[config.mk]
export PLATFORM = sky130hd
export DESIGN_NAME = boot_loader
export DESIGN_NICKNAME = d
export VERILOG_FILES = /design/src/rtl/soc_pkg.sv /design/src/rtl/boot_wr_timer.sv /design/src/rtl/boot_loader.sv
export SDC_FILE = /design/constraint.sdc
export NUM_CORES = 1
export LEC_CHECK = 0
export BUFFER_PORTS_ARGS = -buffer_cell sky130_fd_sc_hd__buf_2
export CAP_MARGIN = 10
export CORE_ASPECT_RATIO = 0.8
export CORE_MARGIN = 2
export CORE_UTILIZATION = 54
export CTS_BUF_LIST = sky130_fd_sc_hd__clkbuf_4
export CTS_CLUSTER_SIZE = 24
export DETAILED_ROUTE_END_ITERATION = 12
export PLACE_DENSITY_LB_ADDON = 0.2
export SETUP_SLACK_MARGIN = 0.2
export SYNTH_ARGS = -nofsm -noshare
export SYNTH_HDL_FRONTEND = slang
export SYNTH_SLANG_ARGS = --single-unit
[constraint.sdc]
create_clock -name romclk -period 2.2 [get_ports romclk]
set_input_delay 0.22 -clock romclk [delete_from_list [all_inputs] [get_ports romclk]]
set_output_delay 0.22 -clock romclk [all_outputs]
set_load 0.005 [all_outputs]
[src/rtl/soc_pkg.sv]
// rtl/soc_pkg.sv - shared bus-master state encoding and timeout defaults
package soc_pkg;

    typedef enum logic [2:0] {
        ST_IDLE,
        ST_RD,
        ST_CAPT,
        ST_WR,
        ST_DONE,
        ST_ERR
    } bus_state_t;

    localparam int TIMEOUT_DEFAULT = 15;
    localparam int TIMER_W         = 4;

endpackage

[src/rtl/boot_wr_timer.sv]
// rtl/boot_wr_timer.sv - write-ack timeout counter with clear and expire
module boot_wr_timer
    import soc_pkg::*;
#(
    parameter int LIMIT = TIMEOUT_DEFAULT
) (
    input  logic romclk,
    input  logic rst,
    input  logic clear,
    input  logic tick,
    output logic expire
);

    logic [TIMER_W-1:0] count;

    always_ff @(posedge romclk or posedge rst) begin
        if (rst) begin
            count <= '0;
        end else if (clear) begin
            count <= '0;
        end else if (tick) begin
            count <= count + 1'b1;
        end
    end

    // Fires on the cycle whose tick would bring the count up to LIMIT.
    assign expire = tick && (count == TIMER_W'(LIMIT - 1));

endmodule

[src/rtl/boot_loader.sv]
// rtl/boot_loader.sv - copies the boot ROM image into RAM while holding the CPU
module boot_loader
    import soc_pkg::*;
#(
    parameter int                ROM_AW    = 5,
    parameter int                ROM_DEPTH = 32,
    parameter int                RAM_AW    = 12,
    parameter logic [RAM_AW-1:0] DEST_BASE = '0,
    parameter int                TIMEOUT   = TIMEOUT_DEFAULT,
    parameter int                AUTOSTART = 1
) (
    input  logic              romclk,
    input  logic              rst,
    input  logic              start,
    output logic              rom_cs,
    output logic              rom_we,
    output logic [ROM_AW-1:0] rom_addr,
    input  logic [15:0]       rom_dout,
    output logic              ram_cs,
    output logic              ram_we,
    output logic [RAM_AW-1:0] ram_addr,
    output logic [15:0]       ram_din,
    input  logic              ram_ack,
    output logic              busy,
    output logic              done,
    output logic              err,
    output logic              cpu_hold,
    output logic [15:0]       checksum
);

    localparam logic [ROM_AW-1:0] LAST_INDEX = ROM_AW'(ROM_DEPTH - 1);
    localparam logic              AUTO_GO    = (AUTOSTART != 0);

    bus_state_t        state;
    bus_state_t        next_state;
    logic [ROM_AW-1:0] index;
    logic [15:0]       data;
    logic [15:0]       sum;
    logic              auto_pend;
    logic              go;
    logic              last_word;
    logic              expire;

    assign go        = start || auto_pend;
    assign last_word = (index == LAST_INDEX);

    boot_wr_timer #(
        .LIMIT (TIMEOUT)
    ) u_timer (
        .romclk (romclk),
        .rst    (rst),
        .clear  (state != ST_WR),
        .tick   ((state == ST_WR) && !ram_ack),
        .expire (expire)
    );

    always_ff @(posedge romclk or posedge rst) begin
        if (rst) begin
            state <= ST_IDLE;
        end else begin
            state <= next_state;
        end
    end

    always_comb begin
        next_state = state;
        case (state)
            ST_IDLE, ST_DONE, ST_ERR: begin
                if (go) begin
                    next_state = ST_RD;
                end
            end
            ST_RD:   next_state = ST_CAPT;
            ST_CAPT: next_state = ST_WR;
            ST_WR: begin
                // An ack arriving on the expiring cycle still completes the word.
                if (ram_ack) begin
                    next_state = last_word ? ST_DONE : ST_RD;
                end else if (expire) begin
                    next_state = ST_ERR;
                end
            end
            default: next_state = ST_IDLE;
        endcase
    end

    always_ff @(posedge romclk or posedge rst) begin
        if (rst) begin
            index     <= '0;
            data      <= '0;
            sum       <= '0;
            auto_pend <= AUTO_GO;
        end else begin
            auto_pend <= 1'b0;
            case (state)
                ST_IDLE, ST_DONE, ST_ERR: begin
                    if (go) begin
                        index <= '0;
                        sum   <= '0;
                    end
                end
                ST_CAPT: begin
                    data <= rom_dout;
                    sum  <= sum + rom_dout;
                end
                ST_WR: begin
                    if (ram_ack && !last_word) begin
                        index <= index + 1'b1;
                    end
                end
                default: ;
            endcase
        end
    end

    assign rom_cs   = (state == ST_RD) || (state == ST_CAPT);
    assign rom_we   = 1'b0;
    assign rom_addr = index;
    assign ram_cs   = (state == ST_WR);
    assign ram_we   = (state == ST_WR);
    assign ram_addr = DEST_BASE + RAM_AW'(index);
    assign ram_din  = data;
    assign busy     = (state == ST_RD) || (state == ST_CAPT) || (state == ST_WR);
    assign done     = (state == ST_DONE);
    assign err      = (state == ST_ERR);
    assign cpu_hold = (state != ST_DONE);
    assign checksum = sum;

endmodule

==> metrics.md <==
| Metric | Value |
|---|---|
| N_diodes | 0 |
| Final Util | roughly two thirds |
| Crit path capture type | register |
| Worst Skew | roughly 15 ps |
| RSZ-0062 raised after global routing | true |
| Global route overflow | 0 |
| Die boundary width | 83.6 um |
| Worst path bufs/invs | 1 |
| Leak Pwr | 1.72 nW |
| Net count, final | 407 |
| Sum Neg Setup Slack | 0 ps |
| Routing usage on met3 | 3.91% |
| Sequential area share after synthesis | between 40% and 50% |
| Worst Tran Pin Value | 837 ps |
| Critical path class | register to register |
| Period minus WS final | 1980 ps |
| Multiplexer area fraction after synthesis | 0.776% |
| Hold WS | 56.7 ps |
| R2R Setup Slk | 220 ps |
| Root buffer cell | clkbuf_4 |
| Crit path max-delay family | compound AO/OA/AOI/OAI gates |
| All-Layer GR Usage | 22.2% |
| Status | completed |
| Syn Std Cell Area | 0.00274 mm^2 |
| Met2 usage | 36.1% |
| GRT busiest layer | met2 |
| Final wirelength | 6.30 mm |
| Fmax | 0.506 GHz |
| Reg-to-reg startpoint | checksum[0] |
| DR iter-0 viols | 72 |
| Clock Tree Buf Depth | 2 |
| I/O Buffers | about 70 |
| Cells on worst reg2reg path | 9 |
| Initial antenna violation count | 0 |
| Pins Over Slew Limit | 0 |
| HPWL Detailed | 4.40 mm |
| Remaining DRCs | 0 |
| Placed Area | 0.00308 mm^2 |
| TritonCTS Buffers | 5 |
| Largest net degree at the start of global routing | 24 |
| Number of global-route vias before repair | 2,151 |
| Global-route wire length before repair | 9.87 mm |
| Maximum vdd ir drop | slightly above 0.6 mV |
| Startpoint type of the worst setup path | register |
| Largest area contributor in the netlist | dfrtp_1 |
| Final instance area | about 0.0033 mm^2 |
| Syn. warnings | 0 |
| Synth Area in XOR/XNOR | 5.75% |
| Layout cells sized above 1 | 33.4% |
| Routed vias | ~2,300 |
| Post-DR wirelength/cell | about 15 um |
| Synth area leaders | dfrtp_1 40%, nand2_1 9.5%, ha_1 8.7%, buf_4 4.4%, xor2_1 3.2% |
| Slowest cell on crit path | dfrtp_1 |
| Max Cap Viol | 0 |
| Post-route ant nets | 0 |
| Setup violators final | 0 |
| Hold Vio Cnt, Final | 0 |
| Post-Synth Simple-Gate Area | 18.9% |
| Min-Delay Path Class | primary input to register |
| Synth async-reset ratio | 100% |
| Post-Synthesis Cells | 294 |
| Synth Flop Type | dfrtp_1 |
| Capture point of the worst reg-to-reg path | checksum[10] |
| Worst skew pair latency | 360 ps |
| DIE AREA | 0.00566 mm^2 |
| Endpoint, Worst Hold | ram_din[3] |
| Layout overhead on the synthesized area | 21.1% |
| Flops & latches, synth | 45 |
| Post-Layout Cell Count | 430 |
| Post-synth EDFFs | 0 |
| H-tree depth | 2 |
| CTS tree | built |
| Max FO, Critical Path | 2 |
| # fillers | ~400 |
| Worst Min Path Start | rom_dout[3] |
| Post-Synth Adder-Cell Area | roughly a tenth |
| Initial Util | 55.4% |
| Data required time at the worst endpoint | between 2000 and 2500 ps |
| Largest family of logic cells by synthesized area | simple AND/OR/NAND/NOR gates |
| Met1 Use GR | 29.9% |
| Critical Path AT | ~2200 ps |
| Via-per-instance ratio | about 5.3 |
| IO Pins | 77 |
| Die height | 67.7 um |
| Syn Area/Cell | 9.32 um^2 |
| Drt first pass iters | 4 |
| Worst-path clk slew | 140 ps |
| CP max stage delay | 390 ps |
| Unique masters post-synth | 52 |
| Compound-cell area share of the yosys netlist | 16.4% |
| Placeable Area | 0.00495 mm^2 |
| Top cell type's share of synthesized area | between 40% and 50% |
| Clk sinks | 45 |
| Placed cells | a little over 400 |
| CP cell instances | ha_2 -> inv_2 -> fa_2 -> nor2b_2 -> o2111ai_2 -> a21oi_2 -> o22ai_2 -> xnor2_1 -> a22o_1 |
| Routability cong. | 0.839 |
| Max-Slew Margin vs Limit | 43.7% |
| P per Cell Area | 1320 mW/mm^2 |
| FP Rows | 23 |
| Hold path depth | 3 |
| Period utilization | between 80 and 90% |
[timing repair]
action                                 CTS  global route
buffers inserted                         2             5
endpoints found under the hold margin   22             0
setup endpoints to repair                5             8
resized for setup                        7            15
hold buffers                             1             0
pin swaps                                2             4
[placed cells by master, fill, tap and decap left out, types with 4 or more instances in the layout]
master    netlist  routed
ha_1           19      13
nand2_1        69      68
a21oi_1        14       8
clkbuf_4        0       6
a21o_1          6       6
ha_2            0       4
a21oi_2         1       6
o22ai_1         5       4
xnor2_1         8       8
inv_1           9       7
buf_4          16      12
nand3_1         4       4
nor2_1         18      18
buf_2           3      68
conb_1          1       9
o21ai_0        11      11
a22o_1          4       4
xor2_1         10      10
dfrtp_1        44      44
[layer usage]
metal / wire length, um / share of wire [%]
met1: 2910 / 46
met2: 2960 / 47
met3: 361 / 5.7
met4: 69 / 1.1
met5: 0 / 0
[metrics by stage]
step | worst slack [ps] | total power (W)
6_report | 223 | 0.00438
3_5_place_dp | 132 | 0.00365
3_3_place_gp | 185 | 0.00358
5_1_grt | 96.6 | 0.00476
2_1_floorplan | 256 | 0.00300
4_1_cts | 202 | 0.00423
[worst reg2reg max path: stages (launching register included)]
cell	delay (ps)
dfrtp_1	390
ha_2	190
inv_2	40
fa_2	350
nor2b_2	160
o2111ai_2	150
a21oi_2	210
o22ai_2	90
xnor2_1	130
a22o_1	170
[worst max path at each step]
stage | endpoint | depth (start not counted) | from
floorplan | checksum[10] | 9 | checksum[0]
global placement | checksum[10] | 9 | checksum[0]
detailed placement | checksum[10] | 9 | checksum[0]
CTS | checksum[10] | 9 | checksum[0]
global route | checksum[10] | 9 | checksum[0]
finish | checksum[10] | 9 | checksum[0]
[Yosys cell counts (4+ instances only)]
master / count
nand2_1: 69
dfrtp_1: 44
ha_1: 19
nor2_1: 18
buf_4: 16
a21oi_1: 14
o21ai_0: 11
xor2_1: 10
inv_1: 9
xnor2_1: 8
a21o_1: 6
o22ai_1: 5
a22o_1: 4
nand3_1: 4
[registers in the layout, indices dropped and copies added (netlist names)]
register,count
auto_pend,1
checksum,16
ram_din,16
rom_addr,5
state,3
u_timer.count,4
[where the power goes]
| group | switching [W] | total (W) | internal, W |
|---|---|---|---|
| Clock | 0.000274 | 0.000523 | 0.000249 |
| Sequential | 0.000267 | 0.00142 | 0.00116 |
| Combinational | 0.00132 | 0.00244 | 0.00112 |
[cell type report]
class                           instances  area, um^2  area share, %
Tap cell                               62        77.6           2.34
Clock inverter                          2        33.8           1.02
Clock buffer                            6        45.0           1.36
Timing Repair Buffer                   82         460           13.9
Sequential cell                        45        1130           34.0
Inverter                                9        33.8           1.02
Multi-Input combinational cell        224        1540           46.4
[kinds of logic (layout without fill, tap and decap cells)]
logic type,count (synthesis),in the layout
other,1,9
AND/OR/NAND/NOR,112,112
multiplexers,2,2
flip-flops,45,45
buffers and inverters,33,99
adder cells (fa/ha/maj),20,20
AO/OA/AOI/OAI,63,63
XOR/XNOR,18,18
Note: power is estimated with default switching activity, not from simulation.
